===== config.mk =====
export PLATFORM = sky130hd
export DESIGN_NAME = uart_rx_param_flat
export DESIGN_NICKNAME = d
export VERILOG_FILES = /design/src/rtl/uart_rx_param_if.sv /design/src/rtl/uart_rx_param.sv /design/src/flat_wrapper.sv
export SDC_FILE = /design/constraint.sdc
export NUM_CORES = 1
export LEC_CHECK = 0
export ABC_AREA = 1
export ABC_CLOCK_PERIOD_IN_PS = 2720
export CAP_MARGIN = 10
export CORE_UTILIZATION = 40
export CTS_CLUSTER_SIZE = 10
export DETAILED_ROUTE_END_ITERATION = 12
export PLACE_DENSITY = 0.65
export SETUP_SLACK_MARGIN = 0.2
export SYNTH_ARGS = -nofsm -noshare
export SYNTH_HDL_FRONTEND = slang
export SYNTH_SLANG_ARGS = --single-unit

===== constraint.sdc =====
create_clock -name clk -period 2.72 [get_ports clk]
set_input_delay 0.816 -clock clk [delete_from_list [all_inputs] [get_ports clk]]
set_output_delay 0.816 -clock clk [all_outputs]
set_load 0.01 [all_outputs]

===== src/rtl/uart_rx_param_if.sv =====
// Consumer-side bundle of the UART receiver: FIFO drain port and sticky error status.
// The receiver drives the slave modport, the consumer the master modport.
interface uart_rx_param_if #(
  parameter int DATA_BITS  = 8,
  parameter int FIFO_DEPTH = 16
);
  localparam int CNT_W = $clog2(FIFO_DEPTH) + 1;

  logic                 rdreq;
  logic [DATA_BITS-1:0] rdata;
  logic                 rdempty;
  logic [CNT_W-1:0]     rdusedw;
  logic                 frame_err;
  logic                 parity_err;
  logic                 overrun;
  logic                 err_clr;

  modport master (
    output rdreq, err_clr,
    input  rdata, rdempty, rdusedw, frame_err, parity_err, overrun
  );

  modport slave (
    input  rdreq, err_clr,
    output rdata, rdempty, rdusedw, frame_err, parity_err, overrun
  );
endinterface


===== src/rtl/uart_rx_param.sv =====
// Parametrised 16x-oversampling UART receiver with majority-vote sampling,
// configurable frame format, sticky error flags and a non-show-ahead receive FIFO.
module uart_rx_param #(
  parameter int CLK_FREQ   = 50_000_000,
  parameter int BAUD       = 9600,
  parameter int DATA_BITS  = 8,
  parameter int PARITY     = 0,
  parameter int STOP_BITS  = 1,
  parameter int FIFO_DEPTH = 16
) (
  input  logic            clk,
  input  logic            rst_n,
  input  logic            uart_rxd,
  uart_rx_param_if.slave  bus
);
  localparam int DIV   = (CLK_FREQ + BAUD * 8) / (BAUD * 16);
  localparam int DIV_W = (DIV > 1) ? $clog2(DIV) : 1;
  localparam int BIT_W = $clog2(DATA_BITS);
  localparam int PTR_W = $clog2(FIFO_DEPTH);
  localparam int CNT_W = PTR_W + 1;

  localparam logic [2:0] ST_IDLE   = 3'd0;
  localparam logic [2:0] ST_START  = 3'd1;
  localparam logic [2:0] ST_DATA   = 3'd2;
  localparam logic [2:0] ST_PARITY = 3'd3;
  localparam logic [2:0] ST_STOP   = 3'd4;

  function automatic logic majority3(input logic a, input logic b, input logic c);
    majority3 = (a & b) | (a & c) | (b & c);
  endfunction

  function automatic logic parity_ok(input logic [DATA_BITS-1:0] data, input logic pbit);
    logic sum;
    sum = (^data) ^ pbit;
    if (PARITY == 1) begin
      parity_ok = sum;
    end else begin
      parity_ok = ~sum;
    end
  endfunction

  logic                 rxd_meta_r, rxd_sync_r, armed_r;
  logic [2:0]           state_r;
  logic [DIV_W-1:0]     div_cnt_r;
  logic [3:0]           tick_cnt_r;
  logic [BIT_W-1:0]     bit_cnt_r;
  logic                 stop_cnt_r;
  logic                 vote7_r, vote8_r;
  logic [DATA_BITS-1:0] shift_r;
  logic                 parity_bad_r, frame_bad_r;
  logic [DATA_BITS-1:0] mem_r [FIFO_DEPTH];
  logic [PTR_W-1:0]     wr_ptr_r, rd_ptr_r;
  logic [CNT_W-1:0]     count_r;
  logic                 rdempty_r;
  logic [DATA_BITS-1:0] rdata_r;
  logic                 frame_err_r, parity_err_r, overrun_r;

  logic tick_s, at9_s, at15_s, sample_s, done_s, frame_bad_s, push_s, rd_ok_s, wr_ok_s;

  assign tick_s      = (state_r != ST_IDLE) && (div_cnt_r == DIV_W'(DIV - 1));
  assign at9_s       = tick_s && (tick_cnt_r == 4'd9);
  assign at15_s      = tick_s && (tick_cnt_r == 4'd15);
  assign sample_s    = majority3(vote7_r, vote8_r, rxd_sync_r);
  // The frame ends at the centre of the last stop bit, so its own sample is folded in here.
  assign done_s      = (state_r == ST_STOP) && at9_s && (stop_cnt_r == 1'(STOP_BITS - 1));
  assign frame_bad_s = frame_bad_r | ~sample_s;
  assign push_s      = done_s && !frame_bad_s && !parity_bad_r;
  assign rd_ok_s     = bus.rdreq && !rdempty_r;
  assign wr_ok_s     = push_s && ((count_r != CNT_W'(FIFO_DEPTH)) || rd_ok_s);

  // Two-flop synchroniser for the asynchronous serial line
  always_ff @(posedge clk or negedge rst_n) begin
    if (!rst_n) begin
      rxd_meta_r <= 1'b1;
      rxd_sync_r <= 1'b1;
    end else begin
      rxd_meta_r <= uart_rxd;
      rxd_sync_r <= rxd_meta_r;
    end
  end

  // Receive FSM: start detection, oversampling tick timing, majority sampling, frame checks
  always_ff @(posedge clk or negedge rst_n) begin
    if (!rst_n) begin
      state_r      <= ST_IDLE;
      armed_r      <= 1'b0;
      div_cnt_r    <= '0;
      tick_cnt_r   <= 4'd0;
      bit_cnt_r    <= '0;
      stop_cnt_r   <= 1'b0;
      vote7_r      <= 1'b1;
      vote8_r      <= 1'b1;
      shift_r      <= '0;
      parity_bad_r <= 1'b0;
      frame_bad_r  <= 1'b0;
    end else begin
      if (state_r == ST_IDLE) begin
        div_cnt_r  <= '0;
        tick_cnt_r <= 4'd0;
      end else if (tick_s) begin
        div_cnt_r  <= '0;
        tick_cnt_r <= tick_cnt_r + 4'd1;
      end else begin
        div_cnt_r  <= div_cnt_r + DIV_W'(1);
      end
      if (tick_s && (tick_cnt_r == 4'd7)) vote7_r <= rxd_sync_r;
      if (tick_s && (tick_cnt_r == 4'd8)) vote8_r <= rxd_sync_r;

      case (state_r)
        ST_IDLE: begin
          // armed_r stays low after a frame error until the line is seen high again
          if (rxd_sync_r) begin
            armed_r <= 1'b1;
          end else if (armed_r) begin
            armed_r      <= 1'b0;
            state_r      <= ST_START;
            frame_bad_r  <= 1'b0;
            parity_bad_r <= 1'b0;
          end
        end
        ST_START: begin
          if (at9_s && sample_s) begin
            state_r <= ST_IDLE;
          end else if (at15_s) begin
            state_r   <= ST_DATA;
            bit_cnt_r <= '0;
          end
        end
        ST_DATA: begin
          if (at9_s) shift_r <= {sample_s, shift_r[DATA_BITS-1:1]};
          if (at15_s) begin
            if (bit_cnt_r == BIT_W'(DATA_BITS - 1)) begin
              state_r    <= (PARITY != 0) ? ST_PARITY : ST_STOP;
              stop_cnt_r <= 1'b0;
            end else begin
              bit_cnt_r <= bit_cnt_r + BIT_W'(1);
            end
          end
        end
        ST_PARITY: begin
          if (at9_s) parity_bad_r <= ~parity_ok(shift_r, sample_s);
          if (at15_s) begin
            state_r    <= ST_STOP;
            stop_cnt_r <= 1'b0;
          end
        end
        ST_STOP: begin
          if (done_s) begin
            state_r <= ST_IDLE;
          end else begin
            if (at9_s && !sample_s) frame_bad_r <= 1'b1;
            if (at15_s) stop_cnt_r <= stop_cnt_r + 1'b1;
          end
        end
        default: state_r <= ST_IDLE;
      endcase
    end
  end

  // Storage array; occupancy gates every read, so the contents need no reset
  always_ff @(posedge clk) begin
    if (wr_ok_s) mem_r[wr_ptr_r] <= shift_r;
  end

  // FIFO pointers, occupancy and registered read port
  always_ff @(posedge clk or negedge rst_n) begin
    if (!rst_n) begin
      wr_ptr_r  <= '0;
      rd_ptr_r  <= '0;
      count_r   <= '0;
      rdempty_r <= 1'b1;
      rdata_r   <= '0;
    end else begin
      if (wr_ok_s) wr_ptr_r <= wr_ptr_r + PTR_W'(1);
      if (rd_ok_s) begin
        rd_ptr_r <= rd_ptr_r + PTR_W'(1);
        rdata_r  <= mem_r[rd_ptr_r];
      end
      case ({wr_ok_s, rd_ok_s})
        2'b10: begin
          count_r   <= count_r + CNT_W'(1);
          rdempty_r <= 1'b0;
        end
        2'b01: begin
          count_r   <= count_r - CNT_W'(1);
          rdempty_r <= (count_r == CNT_W'(1));
        end
        default: begin
          count_r   <= count_r;
          rdempty_r <= rdempty_r;
        end
      endcase
    end
  end

  // Sticky error flags; a new event outranks a simultaneous clear
  always_ff @(posedge clk or negedge rst_n) begin
    if (!rst_n) begin
      frame_err_r  <= 1'b0;
      parity_err_r <= 1'b0;
      overrun_r    <= 1'b0;
    end else begin
      frame_err_r  <= (done_s && frame_bad_s) | (frame_err_r & ~bus.err_clr);
      parity_err_r <= (done_s && !frame_bad_s && parity_bad_r) | (parity_err_r & ~bus.err_clr);
      overrun_r    <= (push_s && !wr_ok_s) | (overrun_r & ~bus.err_clr);
    end
  end

  assign bus.rdata      = rdata_r;
  assign bus.rdempty    = rdempty_r;
  assign bus.rdusedw    = count_r;
  assign bus.frame_err  = frame_err_r;
  assign bus.parity_err = parity_err_r;
  assign bus.overrun    = overrun_r;
endmodule


===== src/flat_wrapper.sv =====
// flat-port wrapper written by rule: the top's interface ports become plain ports
module uart_rx_param_flat 
#(
  parameter int CLK_FREQ   = 50_000_000,
  parameter int BAUD       = 9600,
  parameter int DATA_BITS  = 8,
  parameter int PARITY     = 0,
  parameter int STOP_BITS  = 1,
  parameter int FIFO_DEPTH = 16
)
  (clk, rst_n, uart_rxd, bus_rdreq, bus_err_clr, bus_rdata, bus_rdempty, bus_rdusedw, bus_frame_err, bus_parity_err, bus_overrun);
  uart_rx_param_if #(.DATA_BITS(DATA_BITS), .FIFO_DEPTH(FIFO_DEPTH)) bus_i ();
  input  logic clk;
  input  logic rst_n;
  input  logic uart_rxd;
  input wire logic [$bits(bus_i.rdreq)-1:0] bus_rdreq;
  input wire logic [$bits(bus_i.err_clr)-1:0] bus_err_clr;
  output wire logic [$bits(bus_i.rdata)-1:0] bus_rdata;
  output wire logic [$bits(bus_i.rdempty)-1:0] bus_rdempty;
  output wire logic [$bits(bus_i.rdusedw)-1:0] bus_rdusedw;
  output wire logic [$bits(bus_i.frame_err)-1:0] bus_frame_err;
  output wire logic [$bits(bus_i.parity_err)-1:0] bus_parity_err;
  output wire logic [$bits(bus_i.overrun)-1:0] bus_overrun;
  assign bus_i.rdreq = bus_rdreq;
  assign bus_i.err_clr = bus_err_clr;
  assign bus_rdata = bus_i.rdata;
  assign bus_rdempty = bus_i.rdempty;
  assign bus_rdusedw = bus_i.rdusedw;
  assign bus_frame_err = bus_i.frame_err;
  assign bus_parity_err = bus_i.parity_err;
  assign bus_overrun = bus_i.overrun;
  uart_rx_param #(.CLK_FREQ(CLK_FREQ), .BAUD(BAUD), .DATA_BITS(DATA_BITS), .PARITY(PARITY), .STOP_BITS(STOP_BITS), .FIFO_DEPTH(FIFO_DEPTH)) u_core (.clk(clk), .rst_n(rst_n), .uart_rxd(uart_rxd), .bus(bus_i));
endmodule

==> metrics.md <==
| Metric | Value |
|---|---|
| CP Class | `register to register` |
| First drt pass iteration count | `5` |
| Int Pwr | `4.51 mW` |
| Grt ovf | `0` |
| Placed wire-length estimate | `11900 um` |
| First-pass GRT wire length | `28500 um` |
| Via density | `5.02` |
| Slew Viols, Final | `0` |
| Vias in the first global route | `5192` |
| CTS max path bufs | `2` |
| Cell area power density | `632 nW/um^2` |
| Achievable Freq | `0.428 GHz` |
| Post-CTS setup buffers | `0` |
| Max-slew headroom | `50.7%` |
| Util after Layout | `48.1%` |
| Die area | `20900 um^2` |
| Final hold viol count | `0` |
| Antenna Cells | `0` |
| Post-synth EDFFs | `128` |
| Root Buffer | `clkbuf_16` |
| H-tree levels | `4` |
| Share of layout cells above drive strength 1 | `11.7%` |
| # port buffers | `21` |
| FP Rows | `51` |
| Io pins | `22` |
| Max IR drop VDD | `0.509 mV` |
| Sequential area share after synthesis | `65.9%` |
| Setup Viol. Count Final | `0` |
| Crit path DAT | `2670 ps` |
| Psw | `1.47 mW` |
| Drt wl/cell | `16.8 um` |
| Synth Area in Adders | `2.46%` |
| CTS tree | `yes` |
| Core area | `19700 um^2` |
| RD Place Congestion | `0.846` |
| R2r setup slk | `380 ps` |
| Max-cap violation count | `0` |
| Multiplexer share of the synthesized area | `1.99%` |
| Seq. cell area | `5350 um^2` |
| Setup repair after global routing missed its margin | `no` |
| Synth Area in Simple Gates | `16.0%` |
| CP max FO | `6` |
| Startpoint Class | `register` |
| Synth Register Bits | `188` |
| Residual DRC | `0` |
| Synth-to-Final Area Change | `16.4%` |
| Async set-reset flop share out of synthesis | `31.9%` |
| Main synth FF type | `edfxtp_1` |
| Num CTS Buffers | `17` |
| Sequential power share | `52.4%` |
| Outcome | `finished clean` |
| Gate power share | `6.1%` |
| Synth Cell Area | `8120 um^2` |
| Final worst-path cycle share | `86.0%` |
| Setup tns final | `0 ps` |
| Clk Latency, worst-skew pair | `440 ps` |
| Post-Synth XOR/XNOR Area | `1.73%` |
| Vias post-DR | `5362` |
| CP Capture Type | `register` |
| Clock power frac | `41.5%` |
| Total track usage | `18.6%` |
| Largest family of logic cells by synthesized area | `simple AND/OR/NAND/NOR gates` |
| Post-Syn Instances | `740` |
| Synth cell types | `36` |
| Clock slew seen by the registers of the worst setup and hold paths | `70 ps` |
| Largest net degree at the start of global routing | `66` |
| Syn Area/Cell | `11.0 um^2` |
| Final min period | `2340 ps` |
| 1st-iter DRT viols | `463` |
| Initial antenna violation count | `0` |
| Mapped Nets | `761` |
| Area of the multi-input gates | `2460 um^2` |
| Switching share of total power | `24.6%` |
| HP Class | `primary input to asynchronous set/reset pin` |
| Worst Skew | `15.7 ps` |
| Die height | `145 um` |
| Initial cell density of the core | `41.3%` |
| Fillers | `1809` |
| Nets | `812` |
| Power Total | `5.98 mW` |
| Die W | `145 um` |
| DRT antenna net count | `0` |
| TritonCTS Sinks | `188` |
| Worst Tran Pin Value | `740 ps` |
| Worst EP required | `3050 ps` |
| Wire length after detailed routing | `17900 um` |
| WHS | `287 ps` |
| Synth Area in Compound Gates | `8.10%` |
| Static Leak | `4.19 nW` |
| Synth Warn # | `0` |
==> cell type report <==
cell class,count,area share (%)
multi-input cells,470,26.1
clock buffers,17,4.50
repair buffers,55,5.13
clock inverters,15,1.85
flip-flops and latches,188,56.6
inverters,59,2.34
well taps,265,3.51
==> power by group through the flow <==
stage               logic, mW  clock network, mW  registers (mW)
floorplan               0.264                  0            3.18
global placement        0.362                  0            3.19
detailed placement      0.369                  0            3.19
CTS                     0.370               2.53            3.13
global route            0.430               2.64            3.14
finish                  0.367               2.48            3.13
==> Yosys cell counts, types with 3 or more instances <==
library cell	count	area (um^2)
nand3_1	23	115
mux2i_1	15	150
buf_2	4	20.0
xor2_1	9	78.8
nand2_4	4	45.0
nand2_1	152	571
o21ai_0	68	340
xnor2_1	7	61.3
o22ai_1	17	106
dfstp_2	5	131
o221ai_1	4	35.0
nand4_1	4	25.0
inv_1	56	210
dfrtp_1	55	1380
nand3_2	3	30.0
nor2_2	6	37.5
buf_1	3	11.3
nor2_1	89	334
edfxtp_1	128	3840
ha_1	16	200
a21oi_1	23	115
o21ai_1	9	45.0
clkbuf_1	16	60.1
nor3_1	11	55.1
==> cells in the final DEF, fill, tap and decap left out, drive strengths merged, types with 20 or more instances in the layout <==
master         count
dfrtp             55
nand2            156
o21ai             77
clkdlybuf4s50     20
a21oi             23
buf               35
edfxtp           128
nand3             26
inv               65
nor2              97
==> per-stage QoR <==
step,instances,cell area (um^2),setup slack (ps)
after floorplan,740,8120,520
final,1069,9460,382
after global routing,1069,9460,231
after global placement,1037,8850,134
after detailed placement,1037,8850,119
after CTS,1069,9450,268
==> routing by layer <==
metal / vias up / GRT usage, % / wire length [um]
met3: 19 / 3.91 / 1010
met5: - / 0 / 0
met2: 170 / 28.9 / 8230
met4: 0 / 6.26 / 301
li1: 2630 / - / -
met1: 2543 / 25.9 / 8380
==> cell families (layout without fill, tap and decap cells) <==
kind of cell,Yosys count,in the layout
AO/OA/AOI/OAI,123,123
XOR/XNOR,16,16
adder cells (fa/ha/maj),16,16
buffers and inverters,82,146
flip-flops,188,188
multiplexers,16,16
AND/OR/NAND/NOR,299,299
==> state kept, by name (all words and copies together), names as in the netlist, 4 cells and up <==
| name | cells |
|---|---|
| u_core.mem_r | 128 |
| u_core.rd_ptr_r | 4 |
| u_core.tick_cnt_r | 4 |
| u_core.div_cnt_r | 9 |
| u_core.bus.rdusedw | 5 |
| u_core.bus.rdata | 8 |
| u_core.wr_ptr_r | 4 |
| u_core.shift_r | 8 |
==> critical path, cell delays in order (launching register included) <==
cell	delay, ps
dfrtp_1	410
inv_1	70
ha_1	150
nand2_1	80
inv_1	60
nand2_1	60
nor2_2	180
nand4_2	130
nor2_2	170
nand3_2	110
ha_2	250
inv_1	80
nand2_1	60
o21ai_0	180
nand2_1	80
xor2_1	130
inv_1	50
==> timing repair <==
item | in CTS | in global routing
resized for setup | 0 | 2
setup endpoints to repair | 0 | 2
hold buffers | 0 | 0
==> path summary, 6_finish.rpt <==
path | end | depth (start not counted) | startpoint
hold / removal | u_core.bus.rdusedw[2] | 1 | rst_n
hold reg to reg | u_core.rxd_sync_r | 0 | u_core.rxd_meta_r
setup / recovery | u_core.bus.rdusedw[4] | 16 | u_core.div_cnt_r[1]
setup reg to reg | u_core.bus.rdusedw[4] | 16 | u_core.div_cnt_r[1]
max in group asynchronous | u_core.state_r[1] | 2 | rst_n
min in group clk | u_core.rxd_sync_r | 0 | u_core.rxd_meta_r
Note: power is estimated with default switching activity, not from simulation.
